**src/rtl/exe_pkg.sv**
```systemverilog
// exe_pkg: shared constants for the execute stage.
//   - ALU command encodings (exe_cmd)
//   - barrel shifter type codes (shift_operand[6:5])
//   - bit positions of the {N,Z,C,V} status nibble
package exe_pkg;

    localparam logic [3:0] CMD_MOV = 4'b0001;
    localparam logic [3:0] CMD_MVN = 4'b1001;
    localparam logic [3:0] CMD_ADD = 4'b0010;
    localparam logic [3:0] CMD_ADC = 4'b0011;
    localparam logic [3:0] CMD_SUB = 4'b0100;
    localparam logic [3:0] CMD_SBC = 4'b0101;
    localparam logic [3:0] CMD_AND = 4'b0110;
    localparam logic [3:0] CMD_ORR = 4'b0111;
    localparam logic [3:0] CMD_EOR = 4'b1000;

    localparam logic [1:0] SH_LSL = 2'b00;
    localparam logic [1:0] SH_LSR = 2'b01;
    localparam logic [1:0] SH_ASR = 2'b10;
    localparam logic [1:0] SH_ROR = 2'b11;

    localparam int ST_N = 3;
    localparam int ST_Z = 2;
    localparam int ST_C = 1;
    localparam int ST_V = 0;

endpackage

```
**src/rtl/exe_val2_gen.sv**
```systemverilog
// exe_val2_gen: builds the second ALU operand (Val2).
// Priority: immediate rotate > memory offset > register operand.
// Optional feature macro: EXE_BARREL_SHIFT_EN -- when defined, the register
// form applies LSL/LSR/ASR/ROR by shift_operand[11:7]; otherwise val_rm is
// passed through unshifted.
// Ports:
//   i_imm            immediate form select
//   i_mem_en         load/store instruction (offset form)
//   i_shift_operand  12-bit operand-2 field
//   i_val_rm         register operand Rm
//   o_val2           resulting Val2
import exe_pkg::*;

module exe_val2_gen (
    input  logic        i_imm,
    input  logic        i_mem_en,
    input  logic [11:0] i_shift_operand,
    input  logic [31:0] i_val_rm,
    output logic [31:0] o_val2
);

    logic [4:0]  w_rot;
    logic [63:0] w_imm_dbl;
    logic [31:0] w_imm_rot;
    logic [31:0] w_reg_val;

    // Rotating right = shifting a doubled copy and keeping the low word.
    assign w_rot     = {i_shift_operand[11:8], 1'b0};
    assign w_imm_dbl = {24'b0, i_shift_operand[7:0], 24'b0, i_shift_operand[7:0]} >> w_rot;
    assign w_imm_rot = w_imm_dbl[31:0];

`ifdef EXE_BARREL_SHIFT_EN
    logic [4:0]  w_shamt;
    logic [63:0] w_rm_dbl;

    assign w_shamt  = i_shift_operand[11:7];
    assign w_rm_dbl = {i_val_rm, i_val_rm} >> w_shamt;

    // shamt=0 falls out naturally as "no shift" for every type.
    always_comb begin
        w_reg_val = i_val_rm;
        case (i_shift_operand[6:5])
            SH_LSL:  w_reg_val = i_val_rm << w_shamt;
            SH_LSR:  w_reg_val = i_val_rm >> w_shamt;
            SH_ASR:  w_reg_val = $unsigned($signed(i_val_rm) >>> w_shamt);
            SH_ROR:  w_reg_val = w_rm_dbl[31:0];
            default: w_reg_val = i_val_rm;
        endcase
    end
`else
    assign w_reg_val = i_val_rm;
`endif

    always_comb begin
        if (i_imm)
            o_val2 = w_imm_rot;
        else if (i_mem_en)
            o_val2 = {20'b0, i_shift_operand};
        else
            o_val2 = w_reg_val;
    end

endmodule

```
**src/rtl/execute_stage.sv**
```systemverilog
// execute_stage: EX stage of the 5-stage pipeline.
// Computes ALU result, NZCV status and branch target combinationally,
// registers the EX/MEM fields, and flags RAW hazards for the ID stage.
// Optional feature macro: EXE_BARREL_SHIFT_EN (register-operand shifter,
// see exe_val2_gen).
// Ports:
//   clk, rst                clock, async active-low reset
//   exe_cmd, wb_en, mem_r_en, mem_w_en, pc, val_rn, val_rm, imm,
//   shift_operand, signed_imm_24, sr, dest   ID/EX inputs
//   src1, src2, two_src     ID-stage sources for hazard detection
//   alu_result, br_addr, status, hazard_detected   combinational outputs
//   wb_en_q, mem_r_en_q, mem_w_en_q, alu_result_q, st_val_q, dest_q  EX/MEM
import exe_pkg::*;

module execute_stage (
    input  logic        clk,
    input  logic        rst,
    input  logic [3:0]  exe_cmd,
    input  logic        wb_en,
    input  logic        mem_r_en,
    input  logic        mem_w_en,
    input  logic [31:0] pc,
    input  logic [31:0] val_rn,
    input  logic [31:0] val_rm,
    input  logic        imm,
    input  logic [11:0] shift_operand,
    input  logic [23:0] signed_imm_24,
    input  logic [3:0]  sr,
    input  logic [3:0]  dest,
    input  logic [3:0]  src1,
    input  logic [3:0]  src2,
    input  logic        two_src,
    output logic [31:0] alu_result,
    output logic [31:0] br_addr,
    output logic [3:0]  status,
    output logic        wb_en_q,
    output logic        mem_r_en_q,
    output logic        mem_w_en_q,
    output logic [31:0] alu_result_q,
    output logic [31:0] st_val_q,
    output logic [3:0]  dest_q,
    output logic        hazard_detected
);

    logic [31:0] w_val2;
    logic [32:0] w_sum;
    logic [31:0] w_res;
    logic        w_c;
    logic        w_v;
    logic        w_known;

    exe_val2_gen u_val2 (
        .i_imm           (imm),
        .i_mem_en        (mem_r_en | mem_w_en),
        .i_shift_operand (shift_operand),
        .i_val_rm        (val_rm),
        .o_val2          (w_val2)
    );

    // Subtracts are done as Rn + ~Val2 + carry-in so the 33rd bit is the
    // ARM-style "no borrow" carry directly.
    always_comb begin
        w_sum   = 33'd0;
        w_res   = 32'd0;
        w_c     = sr[ST_C];
        w_v     = sr[ST_V];
        w_known = 1'b1;
        case (exe_cmd)
            CMD_MOV: w_res = w_val2;
            CMD_MVN: w_res = ~w_val2;
            CMD_ADD, CMD_ADC: begin
                w_sum = {1'b0, val_rn} + {1'b0, w_val2}
                      + {32'b0, (exe_cmd == CMD_ADC) & sr[ST_C]};
                w_res = w_sum[31:0];
                w_c   = w_sum[32];
                w_v   = (val_rn[31] == w_val2[31]) && (w_res[31] != val_rn[31]);
            end
            CMD_SUB, CMD_SBC: begin
                w_sum = {1'b0, val_rn} + {1'b0, ~w_val2}
                      + {32'b0, (exe_cmd == CMD_SUB) | sr[ST_C]};
                w_res = w_sum[31:0];
                w_c   = w_sum[32];
                w_v   = (val_rn[31] != w_val2[31]) && (w_res[31] != val_rn[31]);
            end
            CMD_AND: w_res = val_rn & w_val2;
            CMD_ORR: w_res = val_rn | w_val2;
            CMD_EOR: w_res = val_rn ^ w_val2;
            default: w_known = 1'b0;
        endcase
    end

    assign alu_result = w_res;
    assign status     = w_known ? {w_res[31], (w_res == 32'd0), w_c, w_v} : sr;
    assign br_addr    = pc + {{6{signed_imm_24[23]}}, signed_imm_24, 2'b00};

    // EX/MEM pipeline register
    logic        r_wb_en;
    logic        r_mem_r_en;
    logic        r_mem_w_en;
    logic [31:0] r_alu_result;
    logic [31:0] r_st_val;
    logic [3:0]  r_dest;

    always_ff @(posedge clk or negedge rst) begin
        if (!rst) begin
            r_wb_en      <= 1'b0;
            r_mem_r_en   <= 1'b0;
            r_mem_w_en   <= 1'b0;
            r_alu_result <= 32'd0;
            r_st_val     <= 32'd0;
            r_dest       <= 4'd0;
        end else begin
            r_wb_en      <= wb_en;
            r_mem_r_en   <= mem_r_en;
            r_mem_w_en   <= mem_w_en;
            r_alu_result <= w_res;
            r_st_val     <= val_rm;
            r_dest       <= dest;
        end
    end

    assign wb_en_q      = r_wb_en;
    assign mem_r_en_q   = r_mem_r_en;
    assign mem_w_en_q   = r_mem_w_en;
    assign alu_result_q = r_alu_result;
    assign st_val_q     = r_st_val;
    assign dest_q       = r_dest;

    // RAW hazard: any ID source matching a pending EX or MEM writeback.
    logic w_hz_src1_ex;
    logic w_hz_src1_mem;
    logic w_hz_src2_ex;
    logic w_hz_src2_mem;

    assign w_hz_src1_ex  = (src1 == dest)   && wb_en;
    assign w_hz_src1_mem = (src1 == r_dest) && r_wb_en;
    assign w_hz_src2_ex  = two_src && (src2 == dest)   && wb_en;
    assign w_hz_src2_mem = two_src && (src2 == r_dest) && r_wb_en;

    assign hazard_detected = w_hz_src1_ex | w_hz_src1_mem | w_hz_src2_ex | w_hz_src2_mem;

endmodule

```
**config.mk**
```make
export PLATFORM = sky130hd
export DESIGN_NAME = execute_stage
export DESIGN_NICKNAME = d
export VERILOG_FILES = /design/src/rtl/exe_pkg.sv /design/src/rtl/exe_val2_gen.sv /design/src/rtl/execute_stage.sv
export SDC_FILE = /design/constraint.sdc
export NUM_CORES = 1
export LEC_CHECK = 0
export BUFFER_PORTS_ARGS = -buffer_cell sky130_fd_sc_hd__buf_2
export CAP_MARGIN = 20
export CELL_PAD_IN_SITES_DETAIL_PLACEMENT = 1
export CELL_PAD_IN_SITES_GLOBAL_PLACEMENT = 2
export CORE_MARGIN = 3
export CORE_UTILIZATION = 30
export CTS_CLUSTER_DIAMETER = 100
export DETAILED_ROUTE_END_ITERATION = 16
export GPL_TIMING_DRIVEN = 0
export PLACE_DENSITY_LB_ADDON = 0.1
export SYNTH_ARGS = -nofsm -noshare
export SYNTH_HDL_FRONTEND = slang
export SYNTH_SLANG_ARGS = --single-unit
```
**constraint.sdc**
```tcl
create_clock -name clk -period 8.7 [get_ports clk]
set_clock_uncertainty 0.05 [all_clocks]
set_input_delay 1.305 -clock clk [delete_from_list [all_inputs] [get_ports clk]]
set_output_delay 1.305 -clock clk [all_outputs]
set_load 0.03 [all_outputs]
```
==> results.md <==
* Status: completed
* Most common cell after layout, fill and taps aside: buf_2
* #FFs+latches synth at 71
* CP Capture Type: primary output
* Tightest Pin Transition at roughly 1100 ps
* Drt pass-1 iters at 6
* Tmin final at 8590 ps
* Mapped Area at 11000 µm²
* Post-DP HPWL at around 45 mm
* # placed instances at 2211
* Final Slew Violations at 0
* Number of I/O port buffers at 294
* Die area at 39000 µm²
* First-pass GRT wire length at 80.7 mm
* Multi-input logic area at 8640 µm²
* HP Class: input pin to async pin
* Clock sinks at 71
* Synthesis warning total at 0
* Total CTS buffers at 9
* Layout cells sized above 1 at 24.2%
* Syn-to-layout area delta at 24.5%
* Antenna viol nets, final at 0
* Crit start category: input pin
* Slowest CP cell: or4b_4
* Largest net degree at the start of global routing at 50
* Leak at 0.00633 µW
* Routed len/inst at about 24 µm
* Buffer and inverter count on the worst path at 6
* Total power at 1820 µW
* RD Place Congestion at 0.936
* Vias after detailed routing at 12900
* Async SR Flop Fraction at 100%
* Core ar. at between 30000 and 40000 µm²
* FF/Latch Area at 1780 µm²
* Final hold violations at 0
* Total global-route track usage at 27.2%
* CTS tree: yes
* Max_cap viols at 0
* First DRT Iteration DRCs at a little over 900
* Clk buf depth at 2
* Max incr delay on CP at 530 ps
* CP required at roughly 7300 ps
* Placed cell area at 13100 µm²
* Sequential share of the synthesized area at ~16%
* Crit path DAT at 7240 ps
* Initial Util at a little under a third
* Post-synth top flop: dfrtp_1
* Initial antenna violation count at 0
* Final Setup Violations at 0
* Largest delay share family, worst path: simple AND/OR/NAND/NOR gates
* Post-synth EDFFs at 0
* Mapped Cells at 1451
* Die height at 197 µm
* FMAX at roughly 120 MHz
* H-tree depth at 3
* CTS root buf: clkbuf_16
* Final core utilization at 38.2%
* Syn Nets at 1749
* Die Span X at 197 µm
* Rel. slew slack at between 20% and 30%
* Final nets at slightly above 2000
* Hold buffers post-CTS at 0
* Fill cell count at 4504
* Pwr Density at between 100 and 150 nW/µm²
* Vias/cell at 5.78
* Average cell area after synthesis at ~7.6 µm²
* WL final at 54.5 mm
* Design area at around 14000 µm²
* Fin crit share at 98.7%
* Critical path, cell by cell: buf_2, clkbuf_4, nor3b_2, buf_6, clkbuf_2, clkbuf_4, and3_1, fa_1, fa_1, xnor2_1, o22ai_1, a2111oi_1, mux2i_1, nor4_2, or4b_4, nor4b_4, and4bb_2, nand4b_1, or4_4, o31ai_2, buf_4
* Commonest non-fill, non-tap cells in the layout: 306 x buf_2, 134 x ha_1, 120 x nor2_1
* Critical path class: input pin to primary output
* Clk pin slew, worst setup/hold paths at 60 ps
* Grt ovf at 0
* Peak fanout along the critical path at 10
* Netlist cell types at 94
* Fin cells at 2226
* Vias in the first global route at around 13000
* I/O pins at 299
* Worst vdd ir at 0.107 mV
* Row count at 69
* Post-route DRC at 0
## registers in the layout (all words and copies together) (netlist names)
| register | cells |
|---|---|
| alu_result_q | 32 |
| dest_q | 4 |
| mem_r_en_q | 1 |
| mem_w_en_q | 1 |
| st_val_q | 32 |
| wb_en_q | 1 |
## worst paths after layout
check,depth (start not counted),end,startpoint
setup / recovery,21,status[2],exe_cmd[2]
hold / removal,1,alu_result_q[26],rst
max in group asynchronous,2,alu_result_q[6],rst
min in group clk,1,mem_r_en_q,mem_r_en
## layout make-up
cell class | instances | share of cell area, %
clock buffer | 9 | 1.65
clock inverter | 7 | 0.384
sequential | 71 | 13.0
timing repair buffer | 303 | 11.4
antenna | 1 | 0.0183
tap | 461 | 4.22
multi-input combinational | 1174 | 63.2
buffer | 83 | 2.94
inverter | 117 | 3.21
## layer usage
| layer | track usage, % | vias to the layer above | share of wire (%) |
|---|---|---|---|
| met2 | 43.4 | 467 | 44 |
| li1 | - | 6005 | - |
| met5 | 0 | - | 0 |
| met3 | 3.65 | 66 | 5.7 |
| met4 | 8.55 | 0 | 2.8 |
| met1 | 38.3 | 6339 | 47 |
## report_power, final
group | switching, µW | leakage [µW] | internal, µW | total, µW
Sequential | 8.73 | 0.000840 | 364 | 373
Combinational | 744 | 0.00535 | 342 | 1090
Clock | 171 | 0.000137 | 195 | 366
## metrics by stage
step                      hold slack (ps)  setup WS, ps  setup TNS [ps]
final                                 790           109               0
after global routing                  806         -1.16           -1.16
after CTS                             792         0.164               0
after detailed placement             1200         -2920          -33010
after global placement               1370         -3050          -39850
after floorplan                       959           155               0
## cell families (layout without fill, tap and decap cells)
logic type	Yosys count	after routing	synth area share (%)
AOI/OAI and AO/OA	511	511	32.5
xor gates and xnor gates	51	51	4.07
and+or+nand+nor	435	435	19.9
adders and majority gates	139	139	16.2
muxes	38	38	3.82
DFF	71	71	16.2
buffers and inverters	206	519	7.36
other	0	1	0
## cell usage after synthesis (25+ instances only)
| cell | number | area share, % |
|---|---|---|
| nand2_1 | 100 | 3.4 |
| nor3_1 | 40 | 1.8 |
| dfrtp_1 | 71 | 16 |
| o21ai_0 | 84 | 3.8 |
| nor2_1 | 121 | 4.1 |
| mux2i_1 | 25 | 2.3 |
| a21o_1 | 26 | 1.8 |
| xnor2_1 | 30 | 2.4 |
| clkbuf_1 | 68 | 2.3 |
| ha_1 | 134 | 15 |
| a211oi_1 | 27 | 1.8 |
| inv_1 | 115 | 3.9 |
| a21oi_1 | 114 | 5.2 |
| nand3_1 | 34 | 1.5 |
## repair_timing
item | in CTS | in global routing
setup buffers | 4 | 0
setup endpoints to repair | 32 | 1
gates resized for setup | 53 | 30
pin swaps | 6 | 5
Note: power is estimated with default switching activity, not from simulation.
